<file path="config.mk">
export PLATFORM = sky130hd
export DESIGN_NAME = entry_alloc16
export DESIGN_NICKNAME = d
export VERILOG_FILES = /design/src/rtl/entry_alloc16.sv
export SDC_FILE = /design/constraint.sdc
export NUM_CORES = 1
export LEC_CHECK = 0
export ABC_AREA = 1
export CAP_MARGIN = 20
export CORE_MARGIN = 5
export CORE_UTILIZATION = 25
export CTS_CLUSTER_SIZE = 24
export DETAILED_ROUTE_END_ITERATION = 6
export GPL_TIMING_DRIVEN = 0
export SYNTH_ARGS = -nofsm -noshare
export SYNTH_HDL_FRONTEND = slang
export SYNTH_SLANG_ARGS = --single-unit
</file>
<file path="constraint.sdc">
create_clock -name clk -period 6.1 [get_ports clk]
set_input_delay 1.525 -clock clk [delete_from_list [all_inputs] [get_ports clk]]
set_output_delay 1.525 -clock clk [all_outputs]
set_load 0.02 [all_outputs]
</file>
<file path="src/rtl/entry_alloc16.sv">
// rtl/entry_alloc16.sv - 16-entry free-list allocator with one-cycle alloc/free and occupancy tracking
// Optional round-robin search enabled by defining ALLOC_RR_EN; default is fixed lowest-index priority.
module entry_alloc16 (
    input  logic        clk,
    input  logic        resetn,
    input  logic        alloc_req,
    output logic        alloc_gnt,
    output logic [3:0]  alloc_idx,
    output logic [15:0] alloc_onehot,
    input  logic        free_valid,
    input  logic [3:0]  free_idx,
    output logic        free_err,
    output logic [15:0] used_map,
    output logic [4:0]  count,
    output logic        full,
    output logic        empty
);

    logic [3:0]  ptr;
    logic [3:0]  sel_idx;
    logic [3:0]  cand;
    logic        found;
    logic        free_ok;
    logic [15:0] set_mask;
    logic [15:0] clr_mask;

    // Search starts at ptr and wraps; with ptr tied to 0 this is plain lowest-free priority.
    always_comb begin
        found   = 1'b0;
        sel_idx = 4'd0;
        cand    = 4'd0;
        for (int i = 0; i < 16; i++) begin
            cand = ptr + 4'(i);
            if (!found && !used_map[cand]) begin
                found   = 1'b1;
                sel_idx = cand;
            end
        end
    end

    assign alloc_gnt    = alloc_req && found;
    assign alloc_idx    = alloc_gnt ? sel_idx : 4'd0;
    assign alloc_onehot = alloc_gnt ? (16'd1 << sel_idx) : 16'd0;

    // A freed entry is still marked used during the search, so it cannot be re-granted this cycle.
    assign free_ok  = free_valid && used_map[free_idx];
    assign set_mask = alloc_onehot;
    assign clr_mask = free_ok ? (16'd1 << free_idx) : 16'd0;

    always_ff @(posedge clk or negedge resetn) begin
        if (!resetn) begin
            used_map <= 16'd0;
            count    <= 5'd0;
            free_err <= 1'b0;
        end else begin
            used_map <= (used_map | set_mask) & ~clr_mask;
            free_err <= free_valid && !used_map[free_idx];
            case ({alloc_gnt, free_ok})
                2'b10:   count <= count + 5'd1;
                2'b01:   count <= count - 5'd1;
                default: count <= count;
            endcase
        end
    end

`ifdef ALLOC_RR_EN
    always_ff @(posedge clk or negedge resetn) begin
        if (!resetn) begin
            ptr <= 4'd0;
        end else if (alloc_gnt) begin
            ptr <= sel_idx + 4'd1;
        end
    end
`else
    assign ptr = 4'd0;
`endif

    assign full  = (count == 5'd16);
    assign empty = (count == 5'd0);

endmodule

</file>
==> Word level (Yosys, flattened, before mapping) <==
Cells that the tools add are included.
{ "totals": {"reg_bits": 22, "input_bits": 8, "wordCells": 101} }
{ "op_classes": {"n_addsub": 2, "shift": 2, "n_lt_le_gt_ge": 1, "muxes": 37, "n_reduce_logical": 50, "n_eq_ne": 3, "bitwise": 3} }
{ "ops": {"columns": ["operator", "count"], "rows": [
  ["2-to-1 mux 4 bit", 9],
  ["2-to-1 mux 16 bit", 2],
  ["<< shifter 1 x 4 -> 16 bit, first input constant", 2],
  ["logical NOT 1 bit", 30],
  ["logical AND 1 bit", 18],
  ["2-to-1 mux 1 bit", 18],
  ["AND 16 bit", 1],
  ["NOT 16 bit", 1],
  ["OR 16 bit", 1],
  ["2-to-1 mux 3 bit", 4],
  ["case mux 5 bit (2 select lines)", 1],
  ["adder 5 x 1 -> 5 bit, second input constant", 1],
  ["equality test 5 bit, second input constant", 1],
  ["logical NOT 5 bit", 1],
  ["less-than comparator 4 x 5 -> 1 bit, second input constant", 1],
  ["subtractor 5 x 1 -> 5 bit, second input constant", 1],
  ["binary-select mux 1 bit (select 4 bit)", 1],
  ["2-to-1 mux 2 bit", 2],
  ["equality test 2 x 1 -> 1 bit, second input constant", 1],
  ["equality test 2 bit, second input constant", 1],
  ["nonzero test 2 bit", 1]
]} }

==> Longest topological paths before layout <==
{ "logic_depth": {"depth_word": 49, "mapped_depth": 20, "mapped_depth_nobuf": 19} }

==> Least setup slack after synthesis <==
OpenSTA, ideal clock, no wires.
{ "synth_path": {"kind": "input to register", "start": "input free_idx[1]", "end": "register count[4]", "path_stages": 19, "path_slack_ns": 2.136, "t_arrival_ns": 3.885, "path_buffers": 1, "cell_sequence": "inv_1 -> nand2_1 -> o22ai_1 -> nor2_1 -> a21oi_1 -> o31ai_1 -> nand2_1 -> nand2_1 -> inv_1 -> ha_1 -> clkbuf_1 -> xor2_1 -> ha_1 -> a21oi_1 -> or2_2 -> o21ai_0 -> a21oi_1 -> o21ai_0 -> xor2_1"} }
{ "synth_between": {"elab_chain_cells": 5, "word_cells_on_any_way": 7, "cone_classes": "eq/ne: 2; mux: 3; reduce/logical: 2"} }
{ "synth_rtl": {"columns": ["element", "line_no", "text"], "rows": [
  ["start: declaration", "11", "input logic [3:0] free_idx,"],
  ["binary-select mux 1 bit (select 4 bit) *", "46", "assign free_ok = free_valid && used_map[free_idx];"],
  ["2-to-1 mux 1 bit (not written as such) *", "46", null],
  ["logical AND 1 bit *", "46", null],
  ["equality test 2 x 1 -> 1 bit / equality test 2 bit (equally long branches)", "58", "case ({alloc_gnt, free_ok})"],
  ["case mux 5 bit (2 select lines) / nonzero test 2 bit (equally long branches)", null, null],
  ["end signal: assignment", "59", "2'b10: count <= count + 5'd1;"],
  ["end signal: assignment", "60", "2'b01: count <= count - 5'd1;"],
  ["end signal: assignment", "61", "default: count <= count;"],
  ["end: declaration", "14", "output logic [4:0] count,"]
]} }
Mark *: on every way between the ends. The rest lies on a longest branch, timed or not. The select of a mux whose other input is x is not followed.
A chain may end at the register's enable or synchronous reset.

==> Worst setup path after layout <==
{ "layout_path": {"start": "input alloc_req", "end": "output alloc_onehot[0]"} }
{ "layout_between": {"elab_chain_cells": 2} }
{ "layout_rtl": {"columns": ["element", "line_no", "text"], "rows": [
  ["start: declaration", "6", "input logic alloc_req,"],
  ["logical AND 1 bit", "41", "assign alloc_gnt = alloc_req && found;"],
  ["2-to-1 mux 16 bit", "43", "assign alloc_onehot = alloc_gnt ? (16'd1 << sel_idx) : 16'd0;"],
  ["end: declaration", "9", "output logic [15:0] alloc_onehot,"]
]} }
Every way passes these cells.

==> flow_metrics.env <==
export IMPL_place_inst=347
export IMPL_setup_ws_ps=1313
export IMPL_max_stage_delay_ps=600
export IMPL_wl_um=5025
export IMPL_gp_congestion=0.9444
export IMPL_outcome="finished, final reports clean"
export IMPL_synth_ff_latch_count=22
export IMPL_fin_setup_tns_ps=0
export IMPL_setup_violations=0
export IMPL_yosysTopAreaCell="dfrtp_1"
export IMPL_period_needed_ps=4787
export IMPL_crit_required_ps=4580
export IMPL_ant_nets=0
export IMPL_fin_nets=286
export IMPL_yosys_warnings=0
export IMPL_startpoint_type="input pin"
export IMPL_synth_ff_type="dfrtp_1"
export IMPL_crit_chain="clkdlybuf4s50_1 -> nand2_2 -> buf_6 -> nor2_1 -> nand3_1 -> inv_1 -> clkdlybuf4s50_1"
export IMPL_port_buffers=51
export IMPL_multiInputGateArea_um2=864.6
export IMPL_wl_met3_um=369
export IMPL_skew_ps=2.798
export IMPL_fin_area_mm2=0.002273
export IMPL_drt_pass1_iter_count=4
export IMPL_insertion_delay_ps=260
export IMPL_clock_path_buffers=2
export IMPL_place_ws_ps=1207
export IMPL_wl_per_cell_um=14.32
export IMPL_chipWidth_um=89.92
export IMPL_synth_common_cells="inv_1, nor2_1, nand2_1, dfrtp_1"
export IMPL_cts_inserted_buffers=3
export IMPL_yosysSeqAreaShare=0.3448
export IMPL_start_util=0.2543
export IMPL_cts_max_level=1
export IMPL_max_freq_mhz=208.9
export IMPL_cp_end_kind="output pin"
export IMPL_synth_area_per_cell_um2=7.324
export IMPL_top_layer_used="met4"
export IMPL_cts_num_sinks=22
export IMPL_place_hpwl_um=4013
export IMPL_antenna_found_initial=0
export IMPL_cts_tree="yes"
export IMPL_post_cts_setup_buffers=0
export IMPL_synth_compound_area_frac=0.1787
export IMPL_rsz0062_at_grt="false"
export IMPL_yosysMostFrequentCell="inv_1"
export IMPL_drc=0
export IMPL_synth_mux_area_fraction=0
export IMPL_ctsHoldBuffers=0
export IMPL_synth_edf_count=0
export IMPL_yosys_area_top_type_share=0.3448
export IMPL_die_h_um=89.92
export IMPL_synth_xor_area_frac=0.02194
export IMPL_ios=53
export IMPL_period_share=0.7847
export IMPL_worstPathMaxFanout=10
export IMPL_syn_to_final_growth_pct=42.40
export IMPL_register_area_um2=550.5
export IMPL_hold_path_class="flop to flop"
export IMPL_synthCells=218
export IMPL_grt_pass1_vias=1649
export IMPL_gr_total_overflow=0
export IMPL_grt_pass1_wl_um=8355
export IMPL_die_area_mm2=0.008085
export IMPL_n_fill_cell=679
export IMPL_slew_headroom=0.6155
export IMPL_cts_root_buf="clkbuf_8"
export IMPL_synth_async_reset_ratio=1.000
export IMPL_crit_type="input pin to output pin"
export IMPL_vias=1666
export IMPL_grt_max_degree=13
export IMPL_ys_types=34
export IMPL_n_antenna_cell=0
export IMPL_cts_resized=0
export IMPL_vias_per_cell=4.746
export IMPL_netlist_top_cells_area="dfrtp_1, inv_1, nor2_1"
export IMPL_finalNonFillerCells=351
export IMPL_tightest_slew_ps=574.9
export IMPL_syn_area_mm2=0.001597
export IMPL_path_clk_slew_ps=80
export IMPL_wl_met1_um=2421
export IMPL_leakage_uw=0.001051
export IMPL_core_mm2=0.006277
export IMPL_yosys_area_share_simple=0.3174
export IMPL_grt_use_total=0.1234
export IMPL_peakVddDrop_uv=286.9
export IMPL_max_cap_violations=0
export IMPL_cp_slowest_cell="clkdlybuf4s50_1"
export IMPL_syn_nets=229
export IMPL_cp_common_cell="clkdlybuf4s50_1"
export IMPL_rows=29
export IMPL_p_per_area_mw_per_mm2=498.2
export IMPL_synth_adder_area_share=0.02351
export IMPL_maxSlewViolCount=0
export IMPL_drtIter0Drc=175
export IMPL_drive_above_1_share=0.07664
export IMPL_dpl_cell_area_mm2=0.002218
export IMPL_met2_length_um=2179
export IMPL_synth_top_family_by_area="simple AND/OR/NAND/NOR gates"
export IMPL_final_hold_violation_count=0
export IMPL_worstPathArrival_ps=3260
## stage by stage
step                total power, µW  utilization  hold WS, ps
floorplan                     728.7            -        639.5
global placement               1017       0.3510        561.0
detailed placement             1024       0.3534        555.7
CTS                            1140       0.3622        578.6
global route                   1217       0.3622        610.5
finish                         1133       0.3622        567.2
## metal layers
metal	up-vias	track usage
met2	64	0.1921
met1	765	0.1728
met4	0	0.02605
met3	4	0.03088
li1	833	-
met5	-	0
## sequential cells by signal (all words and copies together), names as in the netlist
signal and flops:
count 5, free_err 1, used_map 16
## cells in the final DEF, fill, tap and decap left out, types with 6 or more instances in the layout
master	n
dfrtp_1	22
nand2_1	31
clkdlybuf4s50_1	51
inv_1	39
a21oi_1	7
a2bb2oi_1	6
nor2_1	37
o22ai_1	9
o21ai_0	8
nand3_1	9
## report_power, final
group / internal (µW) / leakage, µW / total, µW / switching (µW)
Sequential: 203 / 0.000254 / 286 / 83.0
Clock: 57.6 / 0.0000288 / 108 / 50.6
Combinational: 314 / 0.000768 / 739 / 425
Total: 574 / 0.00105 / 1130 / 559
## cell families after synthesis
group / after synthesis
DFF: 22
and+or+nand+nor: 102
AOI/OAI and AO/OA: 43
adders and majority gates: 3
buffers and inverters: 44
xor gates and xnor gates: 4
## final timing paths
path / from / to / slack, ps / depth (start not counted)
max: alloc_req / alloc_onehot[0] / 1310 / 7
min: count[0] / count[0] / 570 / 1
min reg2reg: count[0] / count[0] / 570 / 1
min in group asynchronous: resetn / used_map[12] / 1620 / 1
max in group asynchronous: resetn / count[1] / 3990 / 2
max reg2reg: used_map[1] / count[4] / 2560 / 19
## area by class of cell
cell class                 instances  area share
clock buffer                       4     0.02422
sequential                        22      0.2422
buffer                             4     0.01376
tap                               77     0.04238
timing repair buffer              52      0.2312
inverter                          40     0.06604
multi-input combinational        152      0.3803
## worst max-delay path: cells and delay by family
family | cells | cell delay [ps]
buffers and inverters | 4 | 1330
and+or+nand+nor | 3 | 400
No activity file was read; power rests on OpenSTA's default activity.
